$ cat config.mk
export PLATFORM = sky130hd
export DESIGN_NAME = vector_div_sequencer
export DESIGN_NICKNAME = d
export VERILOG_FILES = /design/src/rtl/vector_div_sequencer.sv
export SDC_FILE = /design/constraint.sdc
export NUM_CORES = 1
export LEC_CHECK = 0
export BUFFER_PORTS_ARGS = -buffer_cell sky130_fd_sc_hd__buf_2
export CAP_MARGIN = 20
export CORE_MARGIN = 5
export CORE_UTILIZATION = 30
export DETAILED_ROUTE_END_ITERATION = 12
export GPL_ROUTABILITY_DRIVEN = 0
export SLEW_MARGIN = 20
export SYNTH_ARGS = -nofsm -noshare
export SYNTH_HDL_FRONTEND = slang
export SYNTH_SLANG_ARGS = --single-unit
$ cat constraint.sdc
create_clock -name CLK -period 4.2 [get_ports CLK]
set_clock_uncertainty 0.05 [all_clocks]
set_input_delay 0.42 -clock CLK [delete_from_list [all_inputs] [get_ports CLK]]
set_output_delay 0.42 -clock CLK [all_outputs]
set_load 0.02 [all_outputs]
$ cat src/rtl/vector_div_sequencer.sv
// vector_div_sequencer: walks one vector divide/remainder op from vstart to vl-1,
// resolves masked, divide-by-zero and signed-overflow elements locally, and hands
// every other element to the lane divider through a start_div / busy_du handshake.
//
// state  | meaning
// -------+---------------------------------------------------------------
// IDLE   | op_ready high, waiting for op_valid
// ISSUE  | classify element idx; skip, bypass, or start the divider
// WAIT   | divider running; operands held; capture on first busy_du=0
// DONE   | one-cycle op_done pulse
// FLUSH  | aborted while divider busy; drain it and drop its result
module vector_div_sequencer #(
    parameter int MAX_VL = 32,
    parameter int IDX_W  = $clog2(MAX_VL) + 1
) (
    input  logic             CLK,
    input  logic             nRST,
    input  logic             op_valid,
    output logic             op_ready,
    input  logic [IDX_W-1:0] op_vl,
    input  logic [IDX_W-1:0] op_vstart,
    input  logic             op_vm,
    input  logic             op_signed,
    input  logic             op_div_type,
    input  logic             flush,
    output logic [IDX_W-1:0] elem_idx,
    input  logic [31:0]      vs1_elem,
    input  logic [31:0]      vs2_elem,
    input  logic             mask_bit,
    output logic             start_div,
    output logic [31:0]      vs1_data,
    output logic [31:0]      vs2_data,
    output logic             is_signed_div,
    output logic             div_type,
    input  logic             busy_du,
    input  logic [31:0]      wdata_du,
    output logic             wb_valid,
    output logic [IDX_W-1:0] wb_idx,
    output logic [31:0]      wb_data,
    output logic             op_done,
    output logic             dbz_flag
);

    typedef enum logic [2:0] {
        S_IDLE  = 3'd0,
        S_ISSUE = 3'd1,
        S_WAIT  = 3'd2,
        S_DONE  = 3'd3,
        S_FLUSH = 3'd4
    } state_t;

    state_t           state_q, state_d;
    logic [IDX_W-1:0] vl_q, vl_d;
    logic [IDX_W-1:0] idx_q, idx_d;
    logic             vm_q, vm_d;
    logic             signed_q, signed_d;
    logic             div_type_q, div_type_d;
    logic             dbz_q, dbz_d;
    logic [31:0]      opa_q, opa_d;
    logic [31:0]      opb_q, opb_d;
    logic             wb_valid_q, wb_valid_d;
    logic [IDX_W-1:0] wb_idx_q, wb_idx_d;
    logic [31:0]      wb_data_q, wb_data_d;

    logic             accept;
    logic             masked;
    logic             is_dbz;
    logic             is_ovf;
    logic             bypass;
    logic             need_div;
    logic             last;
    logic [IDX_W-1:0] idx_inc;
    logic [31:0]      bypass_data;

    // Element classification for the element currently addressed in ISSUE.
    always_comb begin
        accept   = (state_q == S_IDLE) && op_valid && !flush;
        masked   = !vm_q && !mask_bit;
        is_dbz   = (vs1_elem == 32'h0000_0000);
        is_ovf   = signed_q && (vs2_elem == 32'h8000_0000) && (vs1_elem == 32'hFFFF_FFFF);
        bypass   = !masked && (is_dbz || is_ovf);
        need_div = !masked && !bypass;
        idx_inc  = idx_q + IDX_W'(1);
        last     = (idx_inc == vl_q);
        if (is_dbz) begin
            bypass_data = div_type_q ? 32'hFFFF_FFFF : vs2_elem;
        end else begin
            bypass_data = div_type_q ? 32'h8000_0000 : 32'h0000_0000;
        end
    end

    // State register.
    always_ff @(posedge CLK or negedge nRST) begin
        if (!nRST) begin
            state_q <= S_IDLE;
        end else begin
            state_q <= state_d;
        end
    end

    // Next-state logic; a divider start is held off while busy_du is still high.
    always_comb begin
        state_d = state_q;
        case (state_q)
            S_IDLE: begin
                if (accept) begin
                    state_d = (op_vstart >= op_vl) ? S_DONE : S_ISSUE;
                end
            end
            S_ISSUE: begin
                if (flush) begin
                    state_d = S_IDLE;
                end else if (need_div) begin
                    if (!busy_du) begin
                        state_d = S_WAIT;
                    end
                end else begin
                    state_d = last ? S_DONE : S_ISSUE;
                end
            end
            S_WAIT: begin
                if (flush) begin
                    state_d = S_FLUSH;
                end else if (!busy_du) begin
                    state_d = last ? S_DONE : S_ISSUE;
                end
            end
            S_DONE:  state_d = S_IDLE;
            S_FLUSH: begin
                if (!busy_du) begin
                    state_d = S_IDLE;
                end
            end
            default: state_d = S_IDLE;
        endcase
    end

    // Op context, element index, operand capture and writeback staging.
    always_comb begin
        vl_d       = vl_q;
        idx_d      = idx_q;
        vm_d       = vm_q;
        signed_d   = signed_q;
        div_type_d = div_type_q;
        dbz_d      = dbz_q;
        opa_d      = opa_q;
        opb_d      = opb_q;
        wb_valid_d = 1'b0;
        wb_idx_d   = wb_idx_q;
        wb_data_d  = wb_data_q;
        case (state_q)
            S_IDLE: begin
                if (accept) begin
                    vl_d       = op_vl;
                    idx_d      = op_vstart;
                    vm_d       = op_vm;
                    signed_d   = op_signed;
                    div_type_d = op_div_type;
                    dbz_d      = 1'b0;
                end
            end
            S_ISSUE: begin
                if (!flush) begin
                    if (masked) begin
                        idx_d = idx_inc;
                    end else if (bypass) begin
                        wb_valid_d = 1'b1;
                        wb_idx_d   = idx_q;
                        wb_data_d  = bypass_data;
                        dbz_d      = dbz_q | is_dbz;
                        idx_d      = idx_inc;
                    end else if (!busy_du) begin
                        opa_d = vs1_elem;
                        opb_d = vs2_elem;
                    end
                end
            end
            S_WAIT: begin
                if (!flush && !busy_du) begin
                    wb_valid_d = 1'b1;
                    wb_idx_d   = idx_q;
                    wb_data_d  = wdata_du;
                    idx_d      = idx_inc;
                end
            end
            default: ;
        endcase
    end

    // Datapath registers.
    always_ff @(posedge CLK or negedge nRST) begin
        if (!nRST) begin
            vl_q       <= '0;
            idx_q      <= '0;
            vm_q       <= 1'b0;
            signed_q   <= 1'b0;
            div_type_q <= 1'b0;
            dbz_q      <= 1'b0;
            opa_q      <= '0;
            opb_q      <= '0;
            wb_valid_q <= 1'b0;
            wb_idx_q   <= '0;
            wb_data_q  <= '0;
        end else begin
            vl_q       <= vl_d;
            idx_q      <= idx_d;
            vm_q       <= vm_d;
            signed_q   <= signed_d;
            div_type_q <= div_type_d;
            dbz_q      <= dbz_d;
            opa_q      <= opa_d;
            opb_q      <= opb_d;
            wb_valid_q <= wb_valid_d;
            wb_idx_q   <= wb_idx_d;
            wb_data_q  <= wb_data_d;
        end
    end

    // Outputs; operands pass straight through in ISSUE so start_div needs no extra cycle.
    always_comb begin
        op_ready      = (state_q == S_IDLE);
        start_div     = (state_q == S_ISSUE) && need_div && !flush && !busy_du;
        op_done       = (state_q == S_DONE) && !flush;
        elem_idx      = idx_q;
        vs1_data      = (state_q == S_ISSUE) ? vs1_elem : opa_q;
        vs2_data      = (state_q == S_ISSUE) ? vs2_elem : opb_q;
        is_signed_div = signed_q;
        div_type      = div_type_q;
        wb_valid      = wb_valid_q;
        wb_idx        = wb_idx_q;
        wb_data       = wb_data_q;
        dbz_flag      = dbz_q;
    end

endmodule

======== Word level (Yosys, flattened, before mapping) ========
Index checks and enable logic that the tools add are counted.
cells by class
  $add $sub $neg .......................... 1
  muxes and demuxes ....................... 41
  magnitude comparators ................... 1
  equal/unequal tests ..................... 16
  bitwise logic cells ..................... 5
  reduce and logical (&&, ||, !) cells .... 30
operators with widths
  kind                                                                    count
  32-bit two-way mux                                                      9
  32-bit equality test (second input constant)                            2
  32-bit case mux with 2 select lines                                     1
  6-bit two-way mux                                                       9
  32-bit zero test                                                        1
  3-bit two-way mux                                                       7
  5-bit AND reduction                                                     4
  6-bit case mux with 3 select lines                                      1
  1-bit logical AND                                                       12
  3-bit case mux with 4 select lines                                      1
  6-bit case mux with 2 select lines                                      1
  2-bit != test (second input constant)                                   5
  1-bit two-way mux                                                       8
  6-bit by 1-bit adder with 6-bit output (second input constant)          1
  3-bit by 2-bit equality test with 1-bit output (second input constant)  2
  6-bit equality test                                                     1
  6-bit greater-or-equal comparator                                       1
  1-bit zero test                                                         6
  3-bit != test (second input constant)                                   2
  2-bit two-way mux                                                       2
  4-bit != test (second input constant)                                   1
  1-bit NOT                                                               4
  1-bit case mux with 2 select lines                                      2
  4-bit AND reduction                                                     1
  other kinds (9)                                                         10
word-level totals
  logic and storage cells ................. 106
  output and inout port bits .............. 115
  register bits ........................... 122
  bits of input ports ..................... 117

======== Depth between registers and ports, before layout ========
Gate-level depths: netlist of run 1.
  depth after elaboration ................. 10
  depth in mapped cells ................... 9

======== Worst setup path before layout of run 1 ========
OpenSTA, ideal clock, no wires.
  path type ............................... in2out
  from .................................... input port vs2_elem[6]
  to ...................................... output port start_div
  slack ................................... 1.658 ns
  stages on the path ...................... 8
  buffers on the path ..................... 2
  required time ........................... 3.730 ns
  arrival ................................. 2.072 ns
  path through ............................ or4bb_1 > nor4_2 > nand4_1 > o21bai_2 > or4_4 > buf_12 > buf_12 > inv_1
on the way
  longest elaborated chain between the ends .. 10
ends and longest elaborated chain
  element                          line  source
  from (decl)                      28    input logic [31:0] vs2_elem,
  32-bit equality test             80    is_ovf = signed_q && (vs2_elem == 32'h8000_0000) && (vs1_elem == 32'hFFFF_FFFF);
  1-bit logical AND (2 in series)  80
  1-bit logical OR                 81    bypass = !masked && (is_dbz || is_ovf);
  1-bit logical AND                81
  1-bit zero test                  82    need_div = !masked && !bypass;
  1-bit logical AND                82
  1-bit logical AND (3 in series)  222   start_div = (state_q == S_ISSUE) && need_div && !flush && !busy_du;
  to (decl)                        30    output logic start_div,
No other way between the ends.

======== Final worst setup path of run 1 ========
Ends and elaborated chain as after synthesis.

==> results of run 1 <==
==> stage by stage <==
step	utilization	cell area, um^2	instances	hold WS (ps)
global route	0.393	8920	1123	103
detailed placement	0.366	8310	1091	438
CTS	0.393	8920	1123	75.8
floorplan	-	6950	601	74.4
finish	0.393	8920	1123	54.0
global placement	0.366	8310	1091	432
==> final cells by class <==
type                       count  area [um^2]  area share
clock buffer                  25          495      0.0555
clock inverter                 7          113      0.0126
inverter                      13         48.8     0.00547
multi-input combinational    430         3600       0.404
sequential                   122         3050       0.342
tap                          285          357      0.0400
timing repair buffer         241         1250       0.140
==> cells by family (layout without fill, tap and decap cells) <==
kind of cell,after synthesis,in the layout
AOI/OAI and AO/OA,113,113
xor gates and xnor gates,9,9
adders and majority gates,7,7
buffers and inverters,49,286
DFF,122,122
muxes,167,167
and+or+nand+nor,134,134
==> worst paths after layout <==
check,startpoint,end,slack (ps),depth (start not counted)
worst max-delay path,vs2_elem[6],start_div,930,8
worst min-delay path,nRST,wb_data[19],50,1
worst max register to register,is_signed_div,wb_data[6],1620,8
worst min register to register,vl_q[5],vl_q[5],450,2
max in group asynchronous,nRST,opa_q[1],3050,2
min in group CLK,op_vm,vm_q,150,3
==> power by group through the flow <==
stage	combinational (W)	sequential (W)	clock (W)
2_1_floorplan	0.00226	0.00207	0
3_3_place_gp	0.00331	0.00203	0
3_5_place_dp	0.00333	0.00203	0
4_1_cts	0.00334	0.00203	0.00158
5_1_grt	0.00357	0.00210	0.00162
6_report	0.00330	0.00203	0.00153
==> metal layers <==
metal / track usage / routed length, um
met1: 0.226 / 10100
met2: 0.262 / 10100
met3: 0.0533 / 1510
met4: 0.0323 / 181
met5: 0 / 21
==> layout by cell type, fill, tap and decap left out, types with 2 or more instances in the layout <==
cell,count
buf_2,230
nand3_1,5
o21ai_0,77
clkbuf_1,4
bufinv_16,3
inv_1,12
nand2b_1,2
or4_1,2
nand4_1,12
a31oi_1,2
mux2_2,118
o21ba_2,2
o2bb2ai_1,2
mux2_4,49
buf_4,9
nor4_1,17
a211oi_1,2
and3_1,3
a21oi_1,8
nand2_1,57
nor3_1,7
o21bai_1,2
dfrtp_1,122
clkbuf_8,4
o221ai_1,2
clkinv_2,3
xor2_1,3
clkbuf_16,17
ha_1,7
nor2_1,9
xnor2_1,6
nor3b_1,2
or4b_1,2
o22a_1,2
==> state kept, by name (all words and copies together), names as in the netlist <==
name	cells
opb_q	32
div_type	1
state_q	3
vm_q	1
elem_idx	6
wb_valid	1
vl_q	6
wb_idx	6
wb_data	32
dbz_flag	1
is_signed_div	1
opa_q	32
==> worst reg2reg max path, stage by stage, from the launching register on <==
cell      delay (ps)
dfrtp_1          410
nor4bb_1         230
nand3_1          100
nor4_1           360
a311o_1          260
nand2_2          150
clkinv_1          70
buf_4            400
mux2_2           430
==> results.cfg, run 1 <==
[logic_synthesis]
synth_xor_area_frac = 0.0113
syn-mean-instance-area_um2 = 11.6
synth_async_sr_flop_share = 1.00
synth_area_leaders = dfrtp_1, mux2_2, mux2_4
syn-instance-count = 601
muxShareOfSynthArea = 0.297
synthSimpleGateAreaFrac = 0.101
ys_seq_area_frac = 0.439
synth_top_cell_by_area = dfrtp_1
syn-num-nets = 725
synth.most_common_cell = dfrtp_1
yosysWarnings = 0
synth.top_cell.area_share = 0.439
synth_fa_ha_area_frac = 0.0126
ys.flop_type = dfrtp_1
synth_top_family_by_area = multiplexers
synth_cell_types = 61
synth_compound_area_frac = 0.0948
synth_edf_count = 0
synth_common_cells = dfrtp_1, mux2_2, o21ai_0
synth_area_um2 = 6950
synth_seq_cells = 122

[timing]
timing.final.crit_share = 0.780
slew_viol_final = 0
finalHoldViolCount = 0
clock.fmax_ghz = 0.305
tightest_slew_ps = 871
relSlewSlack = 0.420
finalCriticalPeriod_ps = 3270
worst_slack_ps = 926
fin_setup_tns_ps = 0
setup_violations = 0
rsz0062_at_grt = no

[pwr]
p_sw_frac = 0.391
p_comb_frac = 0.481
power.total_w = 0.00686
p_sw_w = 0.00268
power_frac_seq = 0.296
vdd_drop_max_uv = 279
p_int_w = 0.00417
p_leak_nw = 4.44
pwr-share-clk = 0.223
power_density_nw_per_um2 = 769

[finish]
syn_to_final_growth_pct = 28.3
fill_cells = 2239
layout-drive-gt1-share = 0.533
fin_nets = 949
diodes = 0

[floorplan]
die_h_um = 162
dieWidth_um = 162
row_count = 55
initial_core_util = 0.306
core_um2 = 22700
ios = 232
die_area_um2 = 26300

[global_routing]
grt_pass1_wl_um = 34300
grt_overflow = 0
grt.total_usage = 0.166
grt_max_degree = 88
grt_antenna_before_repair = 2
grt_pass1_vias = 5913

[place]
pre_cts_ws_ps = 846
place.detailed.hpwl_um = 16200
io_buffer_count = 231

[worst_setup_path]
critical-path-max-stage-delay_ps = 520
cp_cell_sequence = buf_2, or4bb_1, nor4_2, nand4_1, o21bai_2, or4_4, inv_1, buf_2
worst-setup-path-type = in2out
required_ps = 3730
crit_path_start_kind = input port
critPathArrivalTime_ps = 2800
cp_max_fo = 27
cpLargestDelayFamily = simple AND/OR/NAND/NOR gates
worst-path-buf-inv = 3
crit_path_frequent_cell = buf_2
crit_slowest_cell = or4bb_1
end_kind = primary output

[clocking]
holdBufCountCts = 0
cts.sinks = 122
post_cts_resized = 0
worstSkewPairLatency_ps = 410
clk_pin_slew_ps = 60
clock_path_buffers = 2
cts_tree = yes
h-tree-depth = 4
numCtsBuffers = 17
root_buffer = clkbuf_16
cts_setup_buffers = 0

[drt]
via_count = 5538
via_per_inst = 4.93
totalWireLength_um = 21900
drtIter0Drc = 373
drtPass1Iterations = 4
drc_errors = 0
detail-route-antenna-nets = 0
wire_per_inst_um = 19.5

[worst_hold_path]
min_path_type = in2async

[run_status]
outcome = completed

[job]
max_cap_viol_count = 0
(Power assumes the default switching activity.)
==> inputs of run 2 (changes only) <==
==> constraint.sdc (replaced) <==
create_clock -name CLK -period 3 [get_ports CLK]
set_clock_uncertainty 0.05 [all_clocks]
set_input_delay 0.3 -clock CLK [delete_from_list [all_inputs] [get_ports CLK]]
set_output_delay 0.3 -clock CLK [all_outputs]
set_load 0.02 [all_outputs]
==> run 2 against run 1 <==
Design area rose by 0.86%; combinational power increased by 40%; clock power up 33%; critical endpoint unchanged; first-iteration DRC count down 6.4%; critical path type unchanged; worst hold slack worse by 17 ps; highest routed layer unchanged; global-route usage rose by 0.13 points; register-to-register slack lost 1000 ps; final cell count is 0.53% higher.
==> results.cfg, run 2 (same netlist as run 1, synthesis figures left out) <==
[pwr]
p_sw_w = 0.00378
p_sw_frac = 0.396
pwr-share-clk = 0.214
power_density_nw_per_um2 = 1060
power_frac_seq = 0.302
vdd_drop_max_uv = 618
p_int_w = 0.00576
p_comb_frac = 0.483
p_leak_nw = 4.47

[finish]
mostFrequentLayoutCell = buf_2
layout-drive-gt1-share = 0.540
fill_cells = 2278
fin_cells = 1129
syn_to_final_growth_pct = 29.4
fin_nets = 954
layout_common_cells = buf_2, dfrtp_1, mux2_2, o21ai_0, nand2_1

[clocking]
cts.sinks = 122
cts_setup_buffers = 0
root_buffer = clkbuf_16
worstSkewPairLatency_ps = 410
h-tree-depth = 4
numCtsBuffers = 17
clk_pin_slew_ps = 50
cts_tree = yes
clock_path_buffers = 2

[timing]
timing.final.crit_share = 0.934
setup_violations = 0
finalHoldViolCount = 0
rsz0062_at_grt = no
worst_slack_ps = 199
hold_slack_ps = 37.4
finalCriticalPeriod_ps = 2800
relSlewSlack = 0.554
fin_setup_tns_ps = 0
tightest_slew_ps = 670
slew_viol_final = 0
clock.fmax_ghz = 0.357

[global_routing]
grt_pass1_wl_um = 34600
grt_max_degree = 67
grt.total_usage = 0.167
grt_overflow = 0
grt_pass1_vias = 5939
grt_antenna_before_repair = 1

[worst_setup_path]
worst-setup-path-type = in2out
cp-startpoint = vs2_elem[6]
critPathArrivalTime_ps = 2450
end_kind = primary output
crit_path_start_kind = input port
cp_max_fo = 9
r2r-start = state_q[1]
required_ps = 2650

[drt]
detail-route-antenna-nets = 0
via_per_inst = 4.99
drtPass1Iterations = 6
drtIter0Drc = 349
via_count = 5639
totalWireLength_um = 22100
wire_per_inst_um = 19.6
drc_errors = 0

[worst_hold_path]
holdCritStartpoint = op_vm
min_path_type = in2reg

[place]
io_buffer_count = 231
placed_cells = 1095
pre_cts_ws_ps = 159
place.detailed.hpwl_um = 16500

[floorplan]
initial_core_util = 0.306
die_h_um = 162
die_area_um2 = 26300
ios = 232
core_um2 = 22700
row_count = 55
dieWidth_um = 162

[run_status]
outcome = completed

[job]
max_cap_viol_count = 0
[run 2: cell count changes in the layout (fill, tap and decap cells not counted), moves of 2 or more]
cell / change
buf_12: +4
clkbuf_1: -3
clkinv_4: +2
clkinvlp_4: +2
[run 2: repair_timing]
item	in CTS	in global routing
setup endpoints to repair	0	1
endpoints found under the hold margin	65	0
gates resized for setup	0	1
hold buffers	1	0
[run 2: worst paths after layout]
| kind | slack, ps | cells past startpoint | endpoint |
|---|---|---|---|
| hold reg to reg | 450 | 1 | opb_q[12] |
| setup reg to reg | 620 | 9 | wb_data[0] |
| max in group asynchronous | 1780 | 3 | div_type |
| min in group asynchronous | 390 | 2 | wb_data[19] |
| hold / removal | 40 | 3 | vm_q |
| setup / recovery | 200 | 9 | start_div |
[run 2: layout make-up]
type | instances | area [um^2] | share of cell area
diodes | 1 | 2.50 | 0.000278
clock inverters | 11 | 120 | 0.0134
well taps | 285 | 357 | 0.0396
multi-input cells | 430 | 3600 | 0.401
inverters | 13 | 48.8 | 0.00542
repair buffers | 246 | 1340 | 0.149
flip-flops and latches | 122 | 3050 | 0.339
clock buffers | 21 | 470 | 0.0523
[run 2: worst max-delay path, cell delays in order]
cell,delay [ps]
buf_2,140
or4bb_1,530
nor4_2,440
nand4_1,230
o21bai_2,180
or4_4,200
buf_4,220
inv_1,50
buf_2,160
[run 2: power groups by stage]
stage | Combinational (W) | Clock [W] | Sequential (W)
2_1_floorplan | 0.00317 | 0 | 0.00290
3_3_place_gp | 0.00460 | 0 | 0.00290
3_5_place_dp | 0.00465 | 0 | 0.00290
4_1_cts | 0.00467 | 0.00210 | 0.00289
5_1_grt | 0.00498 | 0.00217 | 0.00300
6_report | 0.00461 | 0.00204 | 0.00289
[run 2: per-stage QoR]
step	util	area (um^2)	total power, W
floorplan	-	6950	0.00607
global placement	0.370	8390	0.00750
detailed placement	0.370	8390	0.00755
CTS	0.396	8990	0.00966
global route	0.396	8990	0.0102
finish	0.396	9000	0.00955
[run 2: per-layer routing]
| metal | wire (um) | vias to the layer above | track usage |
|---|---|---|---|
| met4 | 167 | 2 | 0.0361 |
| met3 | 1420 | 13 | 0.0444 |
| met1 | 10200 | 2770 | 0.227 |
| met5 | 13 | - | 0 |
| met2 | 10300 | 184 | 0.269 |
| li1 | - | 2670 | - |
==> inputs of run 3 (changes only) <==
--- a/config.mk
+++ b/config.mk
@@ -9,8 +9,10 @@
 export CAP_MARGIN = 20
 export CORE_MARGIN = 5
 export CORE_UTILIZATION = 30
+export CTS_CLUSTER_DIAMETER = 50
 export DETAILED_ROUTE_END_ITERATION = 12
 export GPL_ROUTABILITY_DRIVEN = 0
+export PLACE_DENSITY = 0.57
 export SLEW_MARGIN = 20
 export SYNTH_ARGS = -nofsm -noshare
 export SYNTH_HDL_FRONTEND = slang
==> run 3 against run 2 <==
Worst hold slack got worse by 7.4 ps; register-to-register slack got worse by 30 ps; critical path depth fell by 2; via count barely moved; final cell count rose by 0.18%; sequential share of layout area fell by 0.052 points; clock power fell by 2%; clock-buffer cell count fell by 2; sequential power barely moved; die area did not move; design area rose by 0.11%; critical endpoint unchanged.
==> results.cfg, run 3 (same netlist as run 1, synthesis figures left out) <==
[global_routing]
grt_pass1_wl_um = 34100
grt_max_degree = 67
grt.total_usage = 0.166
grt_overflow = 0
grt_antenna_before_repair = 2
grt_pass1_vias = 5879

[timing]
hold_slack_ps = 30.0
slew_viol_final = 0
rsz0062_at_grt = no
setup_violations = 0
finalHoldViolCount = 0
tightest_slew_ps = 641
clock.fmax_ghz = 0.355
fin_setup_tns_ps = 0
timing.final.crit_share = 0.939
finalCriticalPeriod_ps = 2820
relSlewSlack = 0.573
worst_slack_ps = 182

[clocking]
clock_path_buffers = 2
cts.sinks = 122
post_cts_resized = 0
clk_pin_slew_ps = 60
numCtsBuffers = 17
worstSkewPairLatency_ps = 410
root_buffer = clkbuf_16
h-tree-depth = 4
cts_tree = yes

[worst_setup_path]
crit_slowest_cell = or4_4
cpLargestDelayFamily = simple AND/OR/NAND/NOR gates
critPathArrivalTime_ps = 2470
end_kind = primary output
required_ps = 2650
crit_path_start_kind = register
cp_cell_sequence = nor2_1, and2_4, o21ai_0, or4_4, buf_12, inv_1, buf_2
worst-path-buf-inv = 3
critical-path-max-stage-delay_ps = 610
cp_max_fo = 12
worst-setup-path-type = reg2out

[finish]
mostFrequentLayoutCell = buf_2
syn_to_final_growth_pct = 29.5
layout-drive-gt1-share = 0.541
layout_common_cells = buf_2, dfrtp_1, mux2_2, o21ai_0, nand2_1
fin_cells = 1131
fin_nets = 956

[run_status]
outcome = completed

[floorplan]
ios = 232
initial_core_util = 0.306
die_h_um = 162
row_count = 55
dieWidth_um = 162
core_um2 = 22700
die_area_um2 = 26300

[place]
placed_cells = 1097
place.detailed.hpwl_um = 16600
pre_cts_ws_ps = 160
io_buffer_count = 231

[drt]
detail-route-antenna-nets = 0
drtPass1Iterations = 4
wire_per_inst_um = 19.6
totalWireLength_um = 22200
drc_errors = 0
via_per_inst = 4.98
drtIter0Drc = 310
via_count = 5638

[job]
max_cap_viol_count = 0

[pwr]
vdd_drop_max_uv = 446
p_leak_nw = 4.47
power_density_nw_per_um2 = 1050

[worst_hold_path]
min_path_type = in2reg
[run 3: where the power goes]
group          switching (W)  total, W  internal (W)
logic                0.00251   0.00466       0.00215
registers           0.000514   0.00286       0.00234
clock network       0.000799   0.00199       0.00119
[run 3: repair_timing]
| item | CTS | global route |
|---|---|---|
| hold buffers | 1 | 0 |
| endpoints found under the hold margin | 47 | 0 |
| setup buffers | 0 | 0 |
| endpoints found under the setup margin | 0 | 1 |
[run 3: path summary, 6_finish.rpt]
kind                                  to  cells after the start         from  slack, ps
max                            start_div                      7   state_q[1]        180
min                        is_signed_div                      3    op_signed         30
max reg2reg                  wb_data[12]                      9   state_q[1]        590
min reg2reg                  wb_data[27]                      1  wb_data[27]        450
max in group asynchronous       opa_q[1]                      3         nRST       1850
min in group asynchronous    wb_data[15]                      2         nRST        350
[run 3: final cells by class]
class | count | area (um^2)
timing repair buffer | 248 | 1370
clock inverter | 13 | 121
fill | 2289 | 13700
inverter | 13 | 48.8
multi-input combinational | 430 | 3600
sequential | 122 | 3050
antenna | 1 | 2.50
clock buffer | 19 | 453
tap | 285 | 357
[run 3: worst min-delay path, stage by stage]
cell and delay, ps:
buf_2 80, nand2_1 40, nand2_1 40
[run 3: metal layers]
metal  wire, um  vias up  global-route usage
met3       1670       24              0.0444
met5         14        -                   0
met4        296        4              0.0446
li1           -     2684                   -
met2      10000      204               0.256
met1      10200     2722               0.232
[run 3: per-stage QoR]
stage	area (um^2)	utilization	total power, W
5_1_grt	9000	0.396	0.0101
2_1_floorplan	6950	-	0.00607
3_3_place_gp	8420	0.371	0.00752
3_5_place_dp	8420	0.371	0.00756
6_report	9010	0.397	0.00950
4_1_cts	9000	0.396	0.00961
